[src/rtl/me_fullsearch_core_if.sv]
// Handshake and pixel-memory bus of the full-search motion estimator.
interface me_fullsearch_core_if #(
    parameter int unsigned N    = 16,
    parameter int unsigned P    = 8,
    parameter int unsigned PIXW = 8
);
    localparam int unsigned W    = N + 2*P - 1;
    localparam int unsigned AWR  = 2*$clog2(N);
    localparam int unsigned AWS  = $clog2(W*W);
    localparam int unsigned MVW  = $clog2(2*P);
    localparam int unsigned SADW = PIXW + 2*$clog2(N);

    logic            start;
    logic            early_en;
    logic [SADW-1:0] sad_thresh;
    logic            busy;
    logic            done;
    logic [AWR-1:0]  AddressR;
    logic [PIXW-1:0] R;
    logic [AWS-1:0]  AddressS;
    logic [PIXW-1:0] S;
    logic [MVW-1:0]  motionx;
    logic [MVW-1:0]  motiony;
    logic [SADW-1:0] min_sad;

    modport master (
        output start, early_en, sad_thresh, R, S,
        input  busy, done, AddressR, AddressS, motionx, motiony, min_sad
    );

    modport slave (
        input  start, early_en, sad_thresh, R, S,
        output busy, done, AddressR, AddressS, motionx, motiony, min_sad
    );
endinterface

[src/rtl/me_fullsearch_core.sv]
// Full-search block-matching motion estimator: one R/S pixel pair per cycle,
// SAD accumulated per candidate, strictly-smaller best tracking, optional early exit.
module me_fullsearch_core #(
    parameter int unsigned N    = 16,
    parameter int unsigned P    = 8,
    parameter int unsigned PIXW = 8
) (
    input  logic                clock,
    input  logic                reset_n,
    me_fullsearch_core_if.slave bus
);
    localparam int unsigned W    = N + 2*P - 1;
    localparam int unsigned LN   = $clog2(N);
    localparam int unsigned AWR  = 2*LN;
    localparam int unsigned AWS  = $clog2(W*W);
    localparam int unsigned MVW  = $clog2(2*P);
    localparam int unsigned SADW = PIXW + 2*LN;
    localparam int unsigned CDW  = 2*MVW;
    localparam int unsigned CW   = CDW + AWR;

    typedef enum logic [1:0] {IDLE, RUN, FLUSH, DONE} state_t;

    state_t          state, state_nxt;
    logic [CW-1:0]   cnt, cnt_nxt;      // {dy_idx, dx_idx, row, col} of the issued address
    logic            issue;
    logic            v0, v1, s1_first, s1_last;
    logic [CDW-1:0]  s1_cand, best_cand;
    logic [SADW-1:0] acc, acc_nxt, best, thresh;
    logic            early_q, fin;
    logic [PIXW-1:0] diff;
    logic            cand_done, early_hit, better, final_cand;
    logic [MVW-1:0]  nx_dy, nx_dx;
    logic [LN-1:0]   nx_row, nx_col;
    logic [AWS-1:0]  s_addr_nxt;
    logic [AWR-1:0]  addr_r_q;
    logic [AWS-1:0]  addr_s_q;
    logic            busy_q, done_q;
    logic [MVW-1:0]  mx_q, my_q;
    logic [SADW-1:0] min_sad_q;

    // State register.
    always_ff @(posedge clock or negedge reset_n) begin
        if (!reset_n) state <= IDLE;
        else          state <= state_nxt;
    end

    // Next state and address-issue control.
    always_comb begin
        state_nxt = state;
        issue     = 1'b0;
        cnt_nxt   = cnt;
        case (state)
            IDLE: begin
                if (bus.start) begin
                    state_nxt = RUN;
                    issue     = 1'b1;
                    cnt_nxt   = '0;
                end
            end
            RUN: begin
                if (early_hit || (&cnt)) begin
                    state_nxt = FLUSH;
                end else begin
                    issue   = 1'b1;
                    cnt_nxt = cnt + CW'(1);
                end
            end
            FLUSH:   if (fin) state_nxt = DONE;
            DONE:    state_nxt = IDLE;
            default: state_nxt = IDLE;
        endcase
    end

    // Window address of the next pixel pair.
    always_comb begin
        {nx_dy, nx_dx, nx_row, nx_col} = cnt_nxt;
        s_addr_nxt = (AWS'(nx_dy) + AWS'(nx_row)) * AWS'(W) + AWS'(nx_dx) + AWS'(nx_col);
    end

    // Absolute difference, running SAD and candidate-complete decisions.
    always_comb begin
        diff       = (bus.R > bus.S) ? (bus.R - bus.S) : (bus.S - bus.R);
        acc_nxt    = s1_first ? SADW'(diff) : (acc + SADW'(diff));
        cand_done  = v1 && s1_last && ((state == RUN) || (state == FLUSH));
        early_hit  = cand_done && early_q && (acc_nxt < thresh);
        better     = cand_done && ((acc_nxt < best) || early_hit);
        final_cand = cand_done && (early_hit || (&s1_cand));
    end

    // Address issue, pixel pipeline, accumulator and best tracking.
    always_ff @(posedge clock or negedge reset_n) begin
        if (!reset_n) begin
            cnt       <= '0;
            v0        <= 1'b0;
            v1        <= 1'b0;
            s1_first  <= 1'b0;
            s1_last   <= 1'b0;
            s1_cand   <= '0;
            addr_r_q  <= '0;
            addr_s_q  <= '0;
            acc       <= '0;
            best      <= '1;
            best_cand <= '0;
            thresh    <= '0;
            early_q   <= 1'b0;
            fin       <= 1'b0;
        end else begin
            cnt <= cnt_nxt;
            v0  <= issue;
            if (issue) begin
                addr_r_q <= cnt_nxt[AWR-1:0];
                addr_s_q <= s_addr_nxt;
            end
            v1       <= v0;
            s1_first <= (cnt[AWR-1:0] == '0);
            s1_last  <= &cnt[AWR-1:0];
            s1_cand  <= cnt[CW-1:AWR];
            if (v1) acc <= acc_nxt;
            if ((state == IDLE) && bus.start) begin
                best    <= '1;
                early_q <= bus.early_en;
                thresh  <= bus.sad_thresh;
            end else if (better) begin
                best      <= acc_nxt;
                best_cand <= s1_cand;
            end
            fin <= final_cand;
        end
    end

    // Registered handshake and result outputs; results load only into the done cycle.
    always_ff @(posedge clock or negedge reset_n) begin
        if (!reset_n) begin
            busy_q    <= 1'b0;
            done_q    <= 1'b0;
            mx_q      <= '0;
            my_q      <= '0;
            min_sad_q <= '0;
        end else begin
            busy_q <= (state_nxt != IDLE);
            done_q <= (state_nxt == DONE);
            if ((state == FLUSH) && fin) begin
                // Index minus P in two's complement: P is a power of two, so flip the MSB.
                mx_q      <= best_cand[MVW-1:0] ^ MVW'(P);
                my_q      <= best_cand[CDW-1:MVW] ^ MVW'(P);
                min_sad_q <= best;
            end
        end
    end

    assign bus.busy     = busy_q;
    assign bus.done     = done_q;
    assign bus.AddressR = addr_r_q;
    assign bus.AddressS = addr_s_q;
    assign bus.motionx  = mx_q;
    assign bus.motiony  = my_q;
    assign bus.min_sad  = min_sad_q;
endmodule
[src/flat_wrapper.sv]
// flat-port wrapper written by rule: the top's interface ports become plain ports
module me_fullsearch_core_flat 
#(
    parameter int unsigned N    = 16,
    parameter int unsigned P    = 8,
    parameter int unsigned PIXW = 8
)
  (clock, reset_n, bus_start, bus_early_en, bus_sad_thresh, bus_R, bus_S, bus_busy, bus_done, bus_AddressR, bus_AddressS, bus_motionx, bus_motiony, bus_min_sad);
  me_fullsearch_core_if #(.N(N), .P(P), .PIXW(PIXW)) bus_i ();
  input  logic clock;
  input  logic reset_n;
  input wire logic [$bits(bus_i.start)-1:0] bus_start;
  input wire logic [$bits(bus_i.early_en)-1:0] bus_early_en;
  input wire logic [$bits(bus_i.sad_thresh)-1:0] bus_sad_thresh;
  input wire logic [$bits(bus_i.R)-1:0] bus_R;
  input wire logic [$bits(bus_i.S)-1:0] bus_S;
  output wire logic [$bits(bus_i.busy)-1:0] bus_busy;
  output wire logic [$bits(bus_i.done)-1:0] bus_done;
  output wire logic [$bits(bus_i.AddressR)-1:0] bus_AddressR;
  output wire logic [$bits(bus_i.AddressS)-1:0] bus_AddressS;
  output wire logic [$bits(bus_i.motionx)-1:0] bus_motionx;
  output wire logic [$bits(bus_i.motiony)-1:0] bus_motiony;
  output wire logic [$bits(bus_i.min_sad)-1:0] bus_min_sad;
  assign bus_i.start = bus_start;
  assign bus_i.early_en = bus_early_en;
  assign bus_i.sad_thresh = bus_sad_thresh;
  assign bus_i.R = bus_R;
  assign bus_i.S = bus_S;
  assign bus_busy = bus_i.busy;
  assign bus_done = bus_i.done;
  assign bus_AddressR = bus_i.AddressR;
  assign bus_AddressS = bus_i.AddressS;
  assign bus_motionx = bus_i.motionx;
  assign bus_motiony = bus_i.motiony;
  assign bus_min_sad = bus_i.min_sad;
  me_fullsearch_core #(.N(N), .P(P), .PIXW(PIXW)) u_core (.clock(clock), .reset_n(reset_n), .bus(bus_i));
endmodule
[config.mk]
export PLATFORM = sky130hd
export DESIGN_NAME = me_fullsearch_core_flat
export DESIGN_NICKNAME = d
export VERILOG_FILES = /design/src/rtl/me_fullsearch_core_if.sv /design/src/rtl/me_fullsearch_core.sv /design/src/flat_wrapper.sv
export SDC_FILE = /design/constraint.sdc
export NUM_CORES = 1
export LEC_CHECK = 0
export CORE_MARGIN = 4
export CORE_UTILIZATION = 60
export DETAILED_ROUTE_END_ITERATION = 7
export PLACE_DENSITY_LB_ADDON = 0.15
export SETUP_SLACK_MARGIN = 0.3
export SYNTH_ARGS = -nofsm -noshare
export SYNTH_HDL_FRONTEND = slang
export SYNTH_SLANG_ARGS = --single-unit
export TNS_END_PERCENT = 50
[constraint.sdc]
create_clock -name clock -period 13.4 [get_ports clock]
set_clock_uncertainty 0.15 [all_clocks]
set_input_delay 2.01 -clock clock [delete_from_list [all_inputs] [get_ports clock]]
set_output_delay 2.01 -clock clock [all_outputs]
set_load 0.02 [all_outputs]
==> summary.txt <==
Status - complete, no violations
Synth top area share - 34.71%
Design Area, Final - 10,020 µm²
P_int - 1.354 mW
Most common cell after layout, fill and taps aside - dfrtp_1
Die width - 126.1 µm
Clock Latency Late Sink - 0.42 ns
Non-filler instance count after layout - 1,122
Sequential-to-total area share from yosys stat - 39.74%
CP startpoint - bus_S[4]
Fin nets - 1,079
DRT Wirelength - 19.61 mm
Hold Fails Final Rpt - 0
First-pass GRT wire length - 32.59 mm
Leading area contributor after synthesis - dfrtp_1
Post-synth EDFFs - 0
Clock slew at reported path FFs - 0.06 ns
CP Class - input port to register
Commonest cells after routing, fill and taps aside - 116 x dfrtp_1, 99 x inv_1, 91 x ha_1
Total number of vias - 6,495
Fraction of layout cells with a size suffix above 1 - 11.73%
Tmin final - 12.44 ns
Post-synth net total - 1,001
Final slew viol count - 0
All-layer global routing usage - 25.22%
Min-delay worst type - register to register
Mapped Avg Cell Area - 9.780 µm²
Mapped Cells - 855
Slew Limit Headroom - 26.49%
Post-DP HPWL - 14.14 mm
Placement Cell Area - 9325 µm²
Grt ovf - 0
Syn Std Cell Area - 8362 µm²
Comb power frac - 52.9%
Mux cell area share after synthesis - 6.359%
Synth Flop Type - dfrtp_1
Synth area leaders - dfrtp_1 35%, ha_1 14%, dfstp_2 5.0%, fa_1 4.5%, inv_1 4.5%
Hold buffers post-CTS - 0
Post-route ant nets - 0
Core Area - 13,450 µm²
Post-Synth Simple-Gate Area - 11.16%
Synth Area in Compound Gates - 14.71%
CTS tree - yes
Num CTS Buffers - 17
DIE HEIGHT - 126.1 µm
Max Cap Violations - 0
Hold Startpoint - u_core.v0
Final setup TNS - 0 ns
WHS - 0.2164 ns
CP Capture Type - register
Max stage delay on crit path - 0.53 ns
Drt pass-1 iters - 5
Maximum clock path buffer count - 2
Yosys warnings - 0
Vias in the first global route - 6,648
Initial core utilization - 62.16%
Placed instance count - 1,089
Die Footprint - 15,890 µm²
WHS Path Cells - 0
Lkg Pwr - 4.997 nW
Htree depth - 4
Routed vias/inst - 5.789
Synth cell types - 61
R2R cell count - 40
Synth Area in XOR/XNOR - 3.980%
Fmax - 80.37 MHz
PD cells - 232.3 nW/µm²
Post-CTS setup buffer count - 0
Clock sinks - 132
Total power - 2.328 mW
RR Startpoint - u_core.acc[0]
Clock Root Buffer - clkbuf_16
Net Sw Power - 0.9735 mW
Worst slew pin tran - 1.103 ns
Crit path required time - 13.51 ns
CP Data Arrival Time - 12.55 ns
Synth Area in Adders - 18.17%
Initial antenna violation count - 0
VDD IR max - 0.1323 mV
Largest family of logic cells by synthesized area - adder cells
Most frequent CP cell - ha_1
Routed len/inst - 17.48 µm
Final setup violation count - 0
CP max-delay cell - fa_1
Register bit total from synthesis - 132
Syn-to-layout area delta - 19.86%
Ant diodes - 0
Routability Congestion - 0.9310
Sequential share of power - 25.3%
Final cycle utilization of the critical path - 92.86%
Ys async rst share - 100.0%
Port buffer count - 79
Rows - 42
RSZ-0062 raised after global routing - false
Switching Share - 41.82%
Largest net degree at the start of global routing - 76
Ports - 80
Iteration-0 DRC count of the detailed router - 395
Crit-path max FO - 22
# DRC - 0
Worst setup SP type - input port
Clk network pwr share - 21.7%
-- worst max-delay path, delay by kind of cell --
family                   cells  cell delay, ns
multiplexers                 1            0.35
buffers and inverters        7            1.02
AND/OR/NAND/NOR              8            1.55
XOR/XNOR                     5            1.26
adder cells (fa/ha/maj)      9            3.48
AO/OA/AOI/OAI               14            2.87
-- metal layers --
metal  vias to the layer above  GRT usage [%]  wire, µm
li1                       3109              -         -
met1                      3193          32.25      8365
met2                       161          43.60      9946
met3                        32          5.123       873
met4                         0          7.256       425
met5                         -              0         0
-- synth_stat cells, types with 4 or more instances --
cell type / instances
nor2_1: 53
nor2b_1: 5
nand4_1: 8
a22oi_1: 6
and3_1: 8
o31ai_1: 9
inv_1: 100
a31oi_1: 5
and2_1: 5
nor3_1: 13
xnor2_1: 29
dfstp_2: 16
nor4_1: 7
dfrtp_1: 116
xor2_1: 9
o31a_1: 8
clkbuf_1: 24
a211oi_1: 5
nand2b_1: 4
fa_1: 19
ha_1: 91
a21o_1: 13
mux2i_1: 13
nand3_1: 9
o21ai_0: 57
mux2_2: 33
nand2_1: 81
a22o_1: 6
a21oi_1: 51
-- sequential cells by signal (all words and copies together), names as in the netlist --
signal and flops:
u_core.v0 1, u_core.fin 1, u_core.early_q 1, u_core.best_cand 8, u_core.bus.done 1, u_core.thresh 16, u_core.state 2, u_core.v1 1
u_core.s1_first 1, u_core.bus.min_sad 16, u_core.bus.AddressR 8, u_core.s1_cand 8, u_core.bus.AddressS 10, u_core.bus.busy 1, u_core.s1_last 1, u_core.bus.motiony 4
u_core.cnt 16, u_core.bus.motionx 4, u_core.acc 16, u_core.best 16
-- power groups by stage --
stage	registers [mW]	logic [mW]	clock network (mW)
after global routing	0.603	1.40	0.530
final	0.590	1.23	0.506
after floorplan	0.586	0.870	0
after CTS	0.588	1.22	0.509
after global placement	0.590	1.15	0
after detailed placement	0.594	1.20	0
-- through the flow --
| step | worst slack, ns | utilization (%) |
|---|---|---|
| after floorplan | 2.012 | - |
| after global placement | 0.5580 | 69.32 |
| after detailed placement | 0.3136 | 69.32 |
| after CTS | 0.7287 | 74.06 |
| after global routing | 0.2942 | 74.50 |
| final | 0.9574 | 74.50 |
-- cells by family (layout without fill, tap and decap cells) --
logic type                 after synthesis  after routing
AOI/OAI and AO/OA                      193            194
xor gates and xnor gates                38             38
adders and majority gates              110            110
buffers and inverters                  130            220
DFF                                    132            132
muxes                                   48             48
and+or+nand+nor                        204            204
-- area by class of cell --
cell class                      instances  area (µm²)
Inverter                              100       375.4
Clock buffer                           18       439.2
Timing Repair Buffer                   88       855.8
Clock inverter                         14       198.9
Multi-Input combinational cell        594        4609
Tap cell                              176       220.2
Fill cell                             986        3431
Sequential cell                       132        3323
-- worst paths after layout --
kind / endpoint / slack, ns
min: u_core.v1 / 0.22
max reg2reg: u_core.bus.AddressS[9] / 4.13
max in group asynchronous: u_core.bus.AddressR[2] / 10.15
min reg2reg: u_core.v1 / 0.22
max: u_core.bus.AddressS[9] / 0.96
min in group asynchronous: u_core.bus.min_sad[10] / 1.50
-- repair_timing --
item / CTS / global route
gates resized for setup: 0 / 10
hold endpoints to repair: 0 / 0
endpoints found under the setup margin: 0 / 4
(Power assumes the default switching activity.)
==> patch, RTL diff (config.mk and constraints unchanged) <==
Encoding of `state_t`: now Gray code (2 bits for 4 states).
--- a/src/rtl/me_fullsearch_core.sv
+++ b/src/rtl/me_fullsearch_core.sv
@@ -18,7 +18,7 @@
     localparam int unsigned CDW  = 2*MVW;
     localparam int unsigned CW   = CDW + AWR;
 
-    typedef enum logic [1:0] {IDLE, RUN, FLUSH, DONE} state_t;
+    typedef enum logic [1:0] {IDLE = 2'b00, RUN = 2'b01, FLUSH = 2'b11, DONE = 2'b10} state_t;
 
     state_t          state, state_nxt;
     logic [CW-1:0]   cnt, cnt_nxt;      // {dy_idx, dx_idx, row, col} of the issued address
Behaviour: no difference found for any inputs over 10 cycles, from zero or initial values and one cycle with reset_n low; not proved beyond that.
==> patch against the unedited design <==
  * Setup slack worse by 160 ps
  * Via count up 2.0%
  * Non-clock buffer count up 6
  * Count of clock-buffer cells in the layout up 5
  * Synthesized area up 1.6%
  * Wire length up 1.2%
  * Maximum frequency down 1.3%
  * Cell area up 1.7%
  * First-iteration DRC count up 18%
  * Sequential cell count unchanged
  * Highest routed layer unchanged
Power is not compared: it rests on default switching activity, and its combinational part moved more than twofold at a synthesized area within 25%.
==> patch: results (changes against the unedited design) <==
- Met2 WL: 10,600 um (+6.4%)
- CP top delay family: adder cells
- Post-CTS Setup Bufs: 0 (unchanged)
- Vias in the first global route: 7,061 (+6.2%)
- Status: complete, no violations
- Synth Warn #: 0 (unchanged)
- Clk pwr share: 32.2%
- Seq/Total Area, Yosys: 39.1% (-0.63 points)
- Met3 WL: 768 um (-12%)
- Worst-margin pin slew: 1170 ps (+70.8 ps)
- Post-synthesis xor/xnor area fraction: 2.89% (-1.1 points)
- Number of DRC markers in iteration 0: 468 (+18%)
- Clk buf depth: 2 (unchanged)
- Layout cell share with drive strength beyond 1: 13.2% (+1.5 points)
- Met1 Use GR: 29.3% (-2.9 points)
- Met2 usage: 46.7% (+3.1 points)
- Syn Area/Cell: 9.81 um2 (+0.31%)
- Setup WS post-layout: 793 ps (-165 ps)
- Synth Area in Compound Gates: 14.0% (-0.69 points)
- Setup WS pre-CTS: 58.8 ps (-255 ps)
- DRT met1 WL: 7840 um (-6.3%)
- CP Max Fanout: 9 (-59%)
- Pins Over Slew Limit: 0 (unchanged)
- Filler cells: 974 (-1.2%)
- Arr. time, crit path: 12,760 ps (+210 ps)
- Top post-synthesis cells by area: dfrtp_1, ha_1, mux2_2
- Placed Area: 9490 um2 (+1.7%)
- Worst reg-to-reg path cell count: 37 (-7.5%)
- CTS H-Tree Depth: 4 (unchanged)
- WL final: 19,800 um (+1.2%)
- CP Launch Point: bus_S[6]
- Insertion delay to the later sink of the worst-skew pair: 420 ps (about the same)
- Grt met3 use: 5.48% (+0.35 points)
- CP endpoint: u_core.bus.AddressS[9]
- Largest net degree at the start of global routing: 80 (+5.3%)
- Vias post-DR: 6,628 (+2.0%)
- Final Util: 73.4% (-1.1 points)
- Synth cell types: 66 (+8.2%)
- Tot Pwr: 1.53 mW
- Routed vias/inst: 5.81 (+0.44%)
- Synthesized Nets: 1,009 (+0.80%)
- Area share of fa/ha/maj cells after synthesis: 17.4% (-0.73 points)
- GRT Resource Usage Total: 25.7% (+0.43 points)
- DR pass1 iterations: 5 (unchanged)
- Final estimated routing congestion in global placement: 0.923 (-0.90%)
- Initial antenna violation count: 0 (unchanged)
- Asr flop ratio synth: 100% (unchanged)
- Sequential cell power: 0.462 mW
- Top cells by count, synth: dfrtp_1, inv_1, ha_1
- R2R setup slack: 4340 ps (+210 ps)
- First-pass GRT wire length: 33,200 um (+1.8%)
- DR top layer: met4
- Hpwl dp: 14,600 um (+3.6%)
- Mux cell area share after synthesis: 7.72% (+1.4 points)
patch: cell types whose count changed after synthesis, sizes merged, moves of 6 or more:
cell and change:
nor2 -16, nand3 +13, nor3 +11, a21oi -9, mux2 +8, a211oi +6, a22o -6
patch: how the worst min path moves through the flow:
| stage | from | to | slack (ps) | cells after the start |
|---|---|---|---|---|
| floorplan | u_core.v0 | u_core.v1 | 180 | 0 |
| global placement | u_core.v0 | u_core.v1 | 190 | 0 |
| detailed placement | u_core.v0 | u_core.v1 | 190 | 0 |
| CTS | u_core.v0 | u_core.v1 | 210 | 0 |
| global route | u_core.v0 | u_core.v1 | 210 | 0 |
| finish | u_core.v0 | u_core.v1 | 210 | 0 |
patch: layout make-up:
type / instances / share of cell area (%)
multi-input cells: 603 / 46.5
inverters: 99 / 3.65
clock buffers: 23 / 4.69
flip-flops and latches: 132 / 32.6
repair buffers: 94 / 8.84
clock inverters: 9 / 1.49
well taps: 180 / 2.21
